`src/rtl/lsu_request_retire.sv`:
```
`default_nettype none
`timescale 1ns/1ps
// ============================================================================
// Module      : lsu_request_retire
// Description : LSU issue buffer. Sends queued load/store instructions to data
//               memory one at a time, waits for each response, then pulses a
//               retire to the scheduler's scoreboard with the warp and mask.
// Revision    : 1.0 - initial release
// ============================================================================
module lsu_request_retire #(
    parameter int unsigned ADDR_WIDTH = 8,
    parameter int unsigned MASK_WIDTH = 4,
    parameter int unsigned DEPTH      = 4
) (
    input  logic                     clk,
    input  logic                     rst_n,

    input  logic                     issue_valid_i,
    output logic                     issue_ready_o,
    input  logic [1:0]               issue_warp_i,
    input  logic [MASK_WIDTH-1:0]    issue_mask_i,
    input  logic                     issue_is_store_i,
    input  logic [ADDR_WIDTH-1:0]    issue_addr_i,

    output logic                     mem_req_valid_o,
    input  logic                     mem_req_ready_i,
    output logic                     mem_req_we_o,
    output logic [ADDR_WIDTH-1:0]    mem_req_addr_o,
    output logic [1:0]               mem_req_warp_o,
    input  logic                     mem_resp_valid_i,

    output logic                     done_bit_o,
    output logic [1:0]               warp_num_clear_o,
    output logic [MASK_WIDTH-1:0]    threads_mask_clear_o,
    output logic [$clog2(DEPTH):0]   occupancy_o
);

    localparam int unsigned PTR_W = $clog2(DEPTH);
    localparam logic [PTR_W:0] DEPTH_COUNT = (PTR_W + 1)'(DEPTH);
    localparam logic [PTR_W:0] PTR_ONE     = (PTR_W + 1)'(1);

    typedef enum logic [1:0] {
        S_IDLE      = 2'd0,
        S_REQ       = 2'd1,
        S_WAIT_RESP = 2'd2,
        S_RETIRE    = 2'd3
    } state_e;

    state_e                 state_q, state_d;
    logic [PTR_W:0]         wr_ptr_q, wr_ptr_d;
    logic [PTR_W:0]         rd_ptr_q, rd_ptr_d;

    logic [1:0]             warp_q  [DEPTH];
    logic [MASK_WIDTH-1:0]  mask_q  [DEPTH];
    logic                   we_q    [DEPTH];
    logic [ADDR_WIDTH-1:0]  addr_q  [DEPTH];

    logic [PTR_W:0]         count;
    logic [PTR_W-1:0]       wr_idx;
    logic [PTR_W-1:0]       rd_idx;
    logic                   empty;
    logic                   push;
    logic                   pop;

    // Extra pointer bit distinguishes full from empty when the indices match.
    assign count         = wr_ptr_q - rd_ptr_q;
    assign wr_idx        = wr_ptr_q[PTR_W-1:0];
    assign rd_idx        = rd_ptr_q[PTR_W-1:0];
    assign empty         = (count == '0);
    assign issue_ready_o = (count != DEPTH_COUNT);
    assign occupancy_o   = count;

    assign push = issue_valid_i && issue_ready_o;
    assign pop  = (state_q == S_RETIRE);

    always_comb begin
        wr_ptr_d = wr_ptr_q;
        rd_ptr_d = rd_ptr_q;
        if (push) begin
            wr_ptr_d = wr_ptr_q + PTR_ONE;
        end
        if (pop) begin
            rd_ptr_d = rd_ptr_q + PTR_ONE;
        end
    end

    always_comb begin
        state_d = state_q;
        case (state_q)
            S_IDLE: begin
                // An empty thread mask has nothing to fetch, so skip memory.
                if (!empty) begin
                    state_d = (mask_q[rd_idx] == '0) ? S_RETIRE : S_REQ;
                end
            end
            S_REQ: begin
                if (mem_req_ready_i) begin
                    state_d = S_WAIT_RESP;
                end
            end
            S_WAIT_RESP: begin
                if (mem_resp_valid_i) begin
                    state_d = S_RETIRE;
                end
            end
            S_RETIRE: begin
                state_d = S_IDLE;
            end
            default: begin
                state_d = S_IDLE;
            end
        endcase
    end

    always_comb begin
        mem_req_valid_o      = 1'b0;
        mem_req_we_o         = 1'b0;
        mem_req_addr_o       = '0;
        mem_req_warp_o       = '0;
        done_bit_o           = 1'b0;
        warp_num_clear_o     = '0;
        threads_mask_clear_o = '0;
        case (state_q)
            S_REQ: begin
                mem_req_valid_o = 1'b1;
                mem_req_we_o    = we_q[rd_idx];
                mem_req_addr_o  = addr_q[rd_idx];
                mem_req_warp_o  = warp_q[rd_idx];
            end
            S_RETIRE: begin
                done_bit_o           = 1'b1;
                warp_num_clear_o     = warp_q[rd_idx];
                threads_mask_clear_o = mask_q[rd_idx];
            end
            default: begin
            end
        endcase
    end

    always_ff @(posedge clk or negedge rst_n) begin
        if (!rst_n) begin
            state_q  <= S_IDLE;
            wr_ptr_q <= '0;
            rd_ptr_q <= '0;
        end else begin
            state_q  <= state_d;
            wr_ptr_q <= wr_ptr_d;
            rd_ptr_q <= rd_ptr_d;
        end
    end

    always_ff @(posedge clk or negedge rst_n) begin
        if (!rst_n) begin
            for (int i = 0; i < int'(DEPTH); i++) begin
                warp_q[i] <= '0;
                mask_q[i] <= '0;
                we_q[i]   <= 1'b0;
                addr_q[i] <= '0;
            end
        end else if (push) begin
            warp_q[wr_idx] <= issue_warp_i;
            mask_q[wr_idx] <= issue_mask_i;
            we_q[wr_idx]   <= issue_is_store_i;
            addr_q[wr_idx] <= issue_addr_i;
        end
    end

endmodule
`default_nettype wire
```
`config.mk`:
```
export PLATFORM = sky130hd
export DESIGN_NAME = lsu_request_retire
export DESIGN_NICKNAME = d
export VERILOG_FILES = /design/src/rtl/lsu_request_retire.sv
export SDC_FILE = /design/constraint.sdc
export NUM_CORES = 1
export LEC_CHECK = 0
export CAP_MARGIN = 20
export CORE_ASPECT_RATIO = 0.75
export CORE_MARGIN = 8
export CORE_UTILIZATION = 31
export DETAILED_ROUTE_END_ITERATION = 10
export PLACE_DENSITY = 0.55
export SLEW_MARGIN = 20
export SYNTH_ARGS = -nofsm -noshare
export SYNTH_HDL_FRONTEND = slang
export SYNTH_SLANG_ARGS = --single-unit
```
`constraint.sdc`:
```
create_clock -name clk -period 4.42 [get_ports clk]
set_input_delay 0.884 -clock clk [delete_from_list [all_inputs] [get_ports clk]]
set_output_delay 0.884 -clock clk [all_outputs]
set_load 0.02 [all_outputs]
```
## Word-level counts from Yosys, hierarchy flattened

Index checks and enable logic that the tools add are counted.
W data, S select, Z words.

- Magnitude comparators: 3
- Eq/ne operators: 7
- Add/sub/neg operators: 3
- Reduce and logical (&&, ||, !) cells: 6
- Bitwise gates (word level): 2
- Multiplexer cells: 36

Operator list:

| kind | number |
|---|---|
| $bwmux W32 | 1 |
| $mux W8 | 4 |
| $mux W2 | 9 |
| $bmux W8 S2 | 1 |
| $bwmux W16 | 1 |
| $demux W8 S2 | 1 |
| $mux W4 | 4 |
| $bmux W4 S2 | 1 |
| $bwmux W8 | 1 |
| $demux W4 S2 | 1 |
| $pmux W2 S4 | 1 |
| $add A3 B1 Y3 const B | 2 |
| $ge A3 B3 Y1 const B | 2 |
| $mux W1 | 6 |
| $ne A2 B2 Y1 const B | 3 |
| $not A2 Y3 | 2 |
| $bmux W2 S2 | 1 |
| $bwmux W4 | 1 |
| $demux W2 S2 | 1 |
| $eq A2 B2 Y1 const B | 2 |
| $logic_not A4 Y1 | 1 |
| $logic_not A3 Y1 | 1 |
| $lt A3 B1 Y1 const B | 1 |
| $ne A3 B3 Y1 const B | 1 |
| 7 further kinds | 8 |

- Output and inout bits: 23
- Flip-flop bits (word level): 68
- Logic and storage cells: 76

## Longest topological paths before layout

Gate-level depths: netlist of the first run.

- Depth after elaboration: 8
- Depth in mapped cells: 9
- Gate-level depth less buffers: 7

## Least setup slack after synthesis of the first run

Ideal clock, no wire load.

- Path type: register to output
- From: reg rd_ptr_q[0]
- To: out mem_req_addr_o[0]
- Slack: 1911 ps
- Required time: 3536 ps
- Stages on the path, launching flop included: 5
- Data arrival time: 1625 ps
- Cell sequence: dfrtp_1 buf_2 buf_2 mux4_2 and2_1

- Cells in the longest elaborated chain, start to end: 5

RTL lines:

| what | line | text |
|---|---|---|
| from (decl) | 51 | `logic [PTR_W:0] rd_ptr_q, rd_ptr_d;` |
| from (signal assigned) | 148 | `rd_ptr_q <= rd_ptr_d;` |
| $not A2 Y3 (implied by the code) | 127 | `mem_req_addr_o = addr_q[rd_idx];` |
| $bmux W8 S2 | 127 |  |
| $mux W8 (implied by the code) (2 in a row) | 127 |  |
| $mux W8 | 123 | `case (state_q)` |
| to (decl) | 28 | `output logic [ADDR_WIDTH-1:0] mem_req_addr_o,` |

Every way passes these cells. The select of a mux whose other input is x is not followed.

## Worst setup path after layout of the first run

- From: reg rd_ptr_q[1]
- To: out issue_ready_o

- Cells in the longest elaborated chain, start to end: 2

RTL lines:

| what | line | text |
|---|---|---|
| $sub A3 B3 Y3 | 66 | `assign count = wr_ptr_q - rd_ptr_q;` |
| $ne A3 B3 Y1 | 70 | `assign issue_ready_o = (count != DEPTH_COUNT);` |
| to (decl) | 19 | `output logic issue_ready_o,` |

Every way passes these cells.

==> run summary, run 1 <==
Status -> finished, final reports clean
Total CTS buffers -> 9
Fin nets -> 295
Setup crit end kind -> output pin
RSZ-0062 raised after global routing -> false
Design area -> 0.00424 mm²
Wire length per cell -> 17.5 µm
Crit Path Max Fanout -> 18
Peak supply drop -> 318 µV
Placer Congestion -> 0.671
Share of total power in the clock network -> 17.4%
Vias in the first global route -> 2139
Slowest cell on crit path -> dfrtp_1
Share of cells above drive strength 1 -> 37.2%
Postcts setup bufs -> 0
Die area -> 0.0150 mm²
DRT Wirelength -> 7110 µm
Leak -> 1.83 nW
Cell area after synthesis -> 0.00350 mm²
Logic pwr share -> 50.5%
Max cap viols -> 0
CP required -> 3540 ps
Crit start category -> flip-flop
Via count -> 1854
# diodes -> 0
Synthesized area per cell -> 16.0 µm²
Clk slew on worst S/H paths -> 50 ps
Final WS setup -> 890 ps
Synth warn -> 0
Slew at the pin with the worst max-slew slack -> 895 ps
CP arrival -> 2650 ps
Crit-path cells -> fa_1, xor3_2, nand3_1, clkdlybuf4s50_1
Fill cells -> 1040
Final Critical Period -> 3530 ps
Number of antenna violations at the first check in global routing -> 0
Worst hold slack -> 477 ps
Total grt overflow -> 0
CP Class -> reg2out
Largest net degree at the start of global routing -> 40
Flop pwr share -> 32.1%
Final hold viol count -> 0
Synth-to-Final Area Change -> 21.2%
Largest area contributor in the netlist -> dfrtp_1
Synth top area share -> 48.6%
First-pass GRT wire length -> 12100 µm
Count leader, synth -> dfrtp_1
Total net switching power -> 1.21 mW
Post-synthesis sequential area ratio -> 48.6%
Max Root-Sink Buffers -> 2
Cell Rows -> 33
Detail Placement HPWL -> 4700 µm
Ports -> 43
Post-route ant nets -> 0
CP max stage delay -> 710 ps
CTS H-Tree Depth -> 3
Dpl ws -> 1220 ps
Vias/cell -> 4.57
Rel. slew slack -> 40.3%
Main synth FF type -> dfrtp_1
Die H -> 108 µm
Root Buffer -> clkbuf_16
Die span in x -> 139 µm
Hold Path Class -> reg2reg
Internal power -> 2.41 mW
Clk sinks -> 68
Fin cells -> 406
Fin. max-slew vios -> 0
Final setup TNS -> 0 ps
IO Port Bufs -> 42
DRC viols -> 0
All-Layer GR Usage -> 10.6%
Top cells by area, synth -> dfrtp_1 (49%), mux2_4 (17%), mux4_2 (9.7%), mux2_2 (7.1%), ha_1 (3.9%)
Post-synthesis cell type count -> 25
FF+latch count, synth -> 68
Syn nets -> 250
Cts repair resizes -> 0
Placed insts -> 392
Placed cell area -> 0.00398 mm²
Hold_buf cts -> 0
Setup-failing EPs final -> 0
Core ar. -> 0.0110 mm²
Starting Density -> 31.9%
TritonCTS clock tree -> built
Drt pass-1 iters -> 4
Post-synth EDFFs -> 0
DR iter-0 viols -> 74
Synth cell count leaders -> dfrtp_1 (68), mux2_4 (39), mux2_2 (22)
Async set-reset flop share out of synthesis -> 100%
F_max -> 283 MHz
P per Cell Area -> 853 mW/mm²
Post-synthesis instance total -> 218
Fin crit share -> 79.9%
Sw frac -> 33.3%
Later-pin clock latency in the skew report -> 330 ps
Clock skew -> 7.66 ps
[metal layers]
layer | vias to the layer above | share of wire, % | track usage, %
met1 | 949 | 51 | 14.5
met2 | 36 | 42 | 14.8
met5 | - | 0 | 0
li1 | 861 | - | -
met4 | 0 | 1.1 | 3.28
met3 | 8 | 5.2 | 4.49
[through the flow]
step	power, mW	util [%]
2_1_floorplan	2.54	-
3_3_place_gp	3.00	36.3
3_5_place_dp	3.02	36.3
4_1_cts	3.68	38.6
5_1_grt	3.88	38.6
6_report	3.62	38.6
[power by group through the flow]
stage                     clock network [mW]  registers (mW)  logic (mW)
after floorplan                            0            1.08        1.46
after global placement                     0            1.17        1.83
after detailed placement                   0            1.16        1.85
after CTS                              0.655            1.16        1.86
after global routing                   0.681            1.21        1.99
final                                  0.631            1.16        1.83
[layout make-up]
cell class / count / area (µm²) / area share [%]
Sequential cell: 68 / 1700 / 40.1
Multi-Input combinational cell: 128 / 1620 / 38.1
Timing Repair Buffer: 48 / 460 / 10.9
Clock buffer: 11 / 243 / 5.72
Tap cell: 140 / 175 / 4.13
Inverter: 8 / 30.0 / 0.708
Clock inverter: 3 / 15.0 / 0.354
[kinds of logic after synthesis]
kind of cell             count (synthesis)  share of synthesized area (%)
AO/OA/AOI/OAI                            6                           1.50
XOR/XNOR                                 5                           1.72
adder cells (fa/ha/maj)                 12                           4.51
buffers and inverters                   22                           5.15
flip-flops                              68                           48.6
multiplexers                            77                           33.8
AND/OR/NAND/NOR                         28                           4.72
[registers in the layout (all words and copies together) (netlist names)]
name,flops
addr_q,32
mask_q,16
rd_ptr_q,3
state_q,2
warp_q,8
we_q,4
wr_ptr_q,3
[final timing paths]
path	from	end	slack, ps	cells past startpoint
max	rd_ptr_q[1]$_DFFE_PN0P_	issue_ready_o	890	4
min	rd_ptr_q[2]$_DFFE_PN0P_	rd_ptr_q[2]$_DFFE_PN0P_	480	1
max reg2reg	rd_ptr_q[1]$_DFFE_PN0P_	we_q[3]$_DFFE_PN0P_	1310	6
min reg2reg	rd_ptr_q[2]$_DFFE_PN0P_	rd_ptr_q[2]$_DFFE_PN0P_	480	1
max in group asynchronous	rst_n	addr_q[18]$_DFFE_PN0P_	2810	2
min in group asynchronous	rst_n	mask_q[15]$_DFFE_PN0P_	680	1
[cell usage in the layout (no fill, tap or decap)]
master / n
o221a_2: 1
o21ai_0: 3
a31oi_4: 1
a21oi_1: 1
nor2_1: 1
fa_1: 1
buf_4: 6
and2_1: 21
nand2b_1: 1
mux2i_1: 1
clkdlybuf4s50_1: 41
clkbuf_1: 1
nand2_1: 2
clkinv_2: 3
mux2_2: 22
mux4_2: 15
nor4_1: 1
xor3_2: 1
clkbuf_16: 9
clkbuf_8: 1
xor2_1: 2
dfrtp_1: 68
mux2_4: 39
xnor2_1: 2
buf_2: 1
nand3_1: 2
inv_1: 8
ha_1: 11
[critical path: cells and delay by family, from the launching register on]
family,cells,cell delay (ps)
xor gates and xnor gates,1,310
adders and majority gates,1,570
buffers and inverters,1,610
DFF,1,710
and+or+nand+nor,1,120
No activity file was read; power rests on OpenSTA's default activity.
==> run 2: changes to the inputs <==
==> constraint.sdc (replaced) <==
create_clock -name clk -period 3.4 [get_ports clk]
set_input_delay 0.68 -clock clk [delete_from_list [all_inputs] [get_ports clk]]
set_output_delay 0.68 -clock clk [all_outputs]
set_load 0.02 [all_outputs]
==> run 2 against run 1 <==
Count of clock-buffer cells in the layout is 1 higher. Die area stayed put. Register-to-register slack worse by 670 ps. Sequential power is 28% higher. Largest cell class unchanged. Global-route usage is 0.093 points higher. Critical path depth stayed put. Setup slack worse by 700 ps. Non-clock buffer count is 2 higher. Clock skew is 3.7 ps lower. Clock power is 47% higher.
==> run summary, run 2 (synthesis results as in run 1) <==
Status -> finished, final reports clean
Detail Placement HPWL -> 4940 µm
TritonCTS clock tree -> built
Largest Register -> addr_q
Post-route ant nets -> 0
Vias/cell -> 4.60
Clk slew on worst S/H paths -> 50 ps
Fin. max-slew vios -> 0
Via count -> 1877
Total CTS buffers -> 9
Share of cells above drive strength 1 -> 37.7%
Worst reg2reg path startpoint -> rd_ptr_q[0]$_DFFE_PN0P_
Placer Congestion -> 0.708
CP Class -> reg2out
Peak supply drop -> 316 µV
CP required -> 2720 ps
Setup-failing EPs final -> 0
Most common cell after layout, fill and taps aside -> dfrtp_1
Wire length per cell -> 18.1 µm
Cell Rows -> 33
Clk sinks -> 68
Slew at the pin with the worst max-slew slack -> 577 ps
Final setup TNS -> 0 ps
Die H -> 108 µm
Hold Path Class -> in2async
Root Buffer -> clkbuf_16
Hold_buf cts -> 0
Final Critical Period -> 3210 ps
Leak -> 1.85 nW
Vias in the first global route -> 2163
Clock skew -> 4.00 ps
Final hold viol count -> 0
R2R setup slack -> 640 ps
Most frequent cells in the layout -> dfrtp_1 (68), clkdlybuf4s50_1 (41), mux2_4 (39)
Max Root-Sink Buffers -> 2
CTS H-Tree Depth -> 3
Crit start category -> flip-flop
Fill cells -> 1022
Die span in x -> 139 µm
Starting Density -> 31.9%
Die area -> 0.0150 mm²
Placed insts -> 394
# diodes -> 0
DRT Wirelength -> 7380 µm
FF-to-FF path depth -> 7
IO Port Bufs -> 42
Synth-to-Final Area Change -> 22.6%
RR Endpoint -> mask_q[0]$_DFFE_PN0P_
Fin crit share -> 94.4%
DR iter-0 viols -> 66
Crit Path Max Fanout -> 12
Cts repair resizes -> 0
Fin nets -> 297
Ports -> 43
Fin cells -> 408
Setup crit end kind -> output pin
All-Layer GR Usage -> 10.7%
Total grt overflow -> 0
Rel. slew slack -> 61.6%
Largest register FFs -> 32
First-pass GRT wire length -> 12300 µm
CP arrival -> 2530 ps
Largest net degree at the start of global routing -> 28
Design Power -> 4.84 mW
F_max -> 312 MHz
Later-pin clock latency in the skew report -> 330 ps
Postcts setup bufs -> 0
Core ar. -> 0.0110 mm²
Max cap viols -> 0
Number of antenna violations at the first check in global routing -> 0
Drt pass-1 iters -> 4
Top Registers -> addr_q: 32 flops, mask_q: 16 flops, warp_q: 8 flops
RSZ-0062 raised after global routing -> false
DRC viols -> 0
P per Cell Area -> 1130 mW/mm²
run 2: cell count changes in the layout (fill, tap and decap cells not counted):
cell / before / now
buf_4: 6 / 8
clkinv_2: 3 / 1
bufinv_16: 0 / 1
clkbuf_8: 1 / 2
run 2: how the worst max path moves through the flow:
stage,cells past startpoint,end,slack (ps),from
floorplan,9,addr_q[0]$_DFFE_PN0P_,960,wr_ptr_q[0]$_DFFE_PN0P_
global placement,4,mem_req_warp_o[1],500,rd_ptr_q[0]$_DFFE_PN0P_
detailed placement,4,warp_num_clear_o[1],480,rd_ptr_q[0]$_DFFE_PN0P_
CTS,4,mem_req_warp_o[1],110,rd_ptr_q[0]$_DFFE_PN0P_
global route,4,mem_req_warp_o[1],10,rd_ptr_q[0]$_DFFE_PN0P_
finish,4,mem_req_warp_o[1],190,rd_ptr_q[0]$_DFFE_PN0P_
run 2: worst max-delay path, cell delays in order (launching register included):
cell	delay [ps]
dfrtp_1	580
buf_4	340
mux4_2	550
and2_1	190
clkdlybuf4s50_1	540
run 2: stage by stage:
stage | hold slack (ps) | util [%] | setup slack, ps | cell area (µm²)
6_report | 310 | 39.1 | 190 | 4290
5_1_grt | 349 | 39.1 | 14.9 | 4290
4_1_cts | 317 | 39.1 | 115 | 4290
3_5_place_dp | 478 | 36.4 | 475 | 4000
3_3_place_gp | 481 | 36.4 | 499 | 4000
2_1_floorplan | 384 | - | 960 | 3500
run 2: final cells by class:
type / instances / area (µm²) / share of cell area [%]
Clock buffer: 12 / 256 / 5.98
Clock inverter: 2 / 35.0 / 0.817
Inverter: 8 / 30.0 / 0.700
Multi-Input combinational cell: 128 / 1620 / 37.7
Sequential cell: 68 / 1700 / 39.7
Tap cell: 140 / 175 / 4.08
Timing Repair Buffer: 50 / 475 / 11.1
run 2: layer usage:
layer	track usage, %	share of wire (%)	vias up
li1	-	-	864
met1	14.0	50	967
met2	16.6	44	39
met3	3.61	5.1	7
met4	3.28	1.1	0
met5	0	0	-
run 2: where the power goes:
part	internal [mW]	total (mW)	switching, mW
Sequential	1.24	1.49	0.255
Clock	0.598	0.926	0.328
Combinational	1.40	2.42	1.01
==> run 3: changes to the inputs <==
--- a/config.mk
+++ b/config.mk
@@ -5,6 +5,7 @@
 export SDC_FILE = /design/constraint.sdc
 export NUM_CORES = 1
 export LEC_CHECK = 0
+export ABC_CLOCK_PERIOD_IN_PS = 3400
 export CAP_MARGIN = 20
 export CORE_ASPECT_RATIO = 0.75
 export CORE_MARGIN = 8
==> results of run 3 <==
No change in the layout: final DEF, timing and power equal those of run 2.
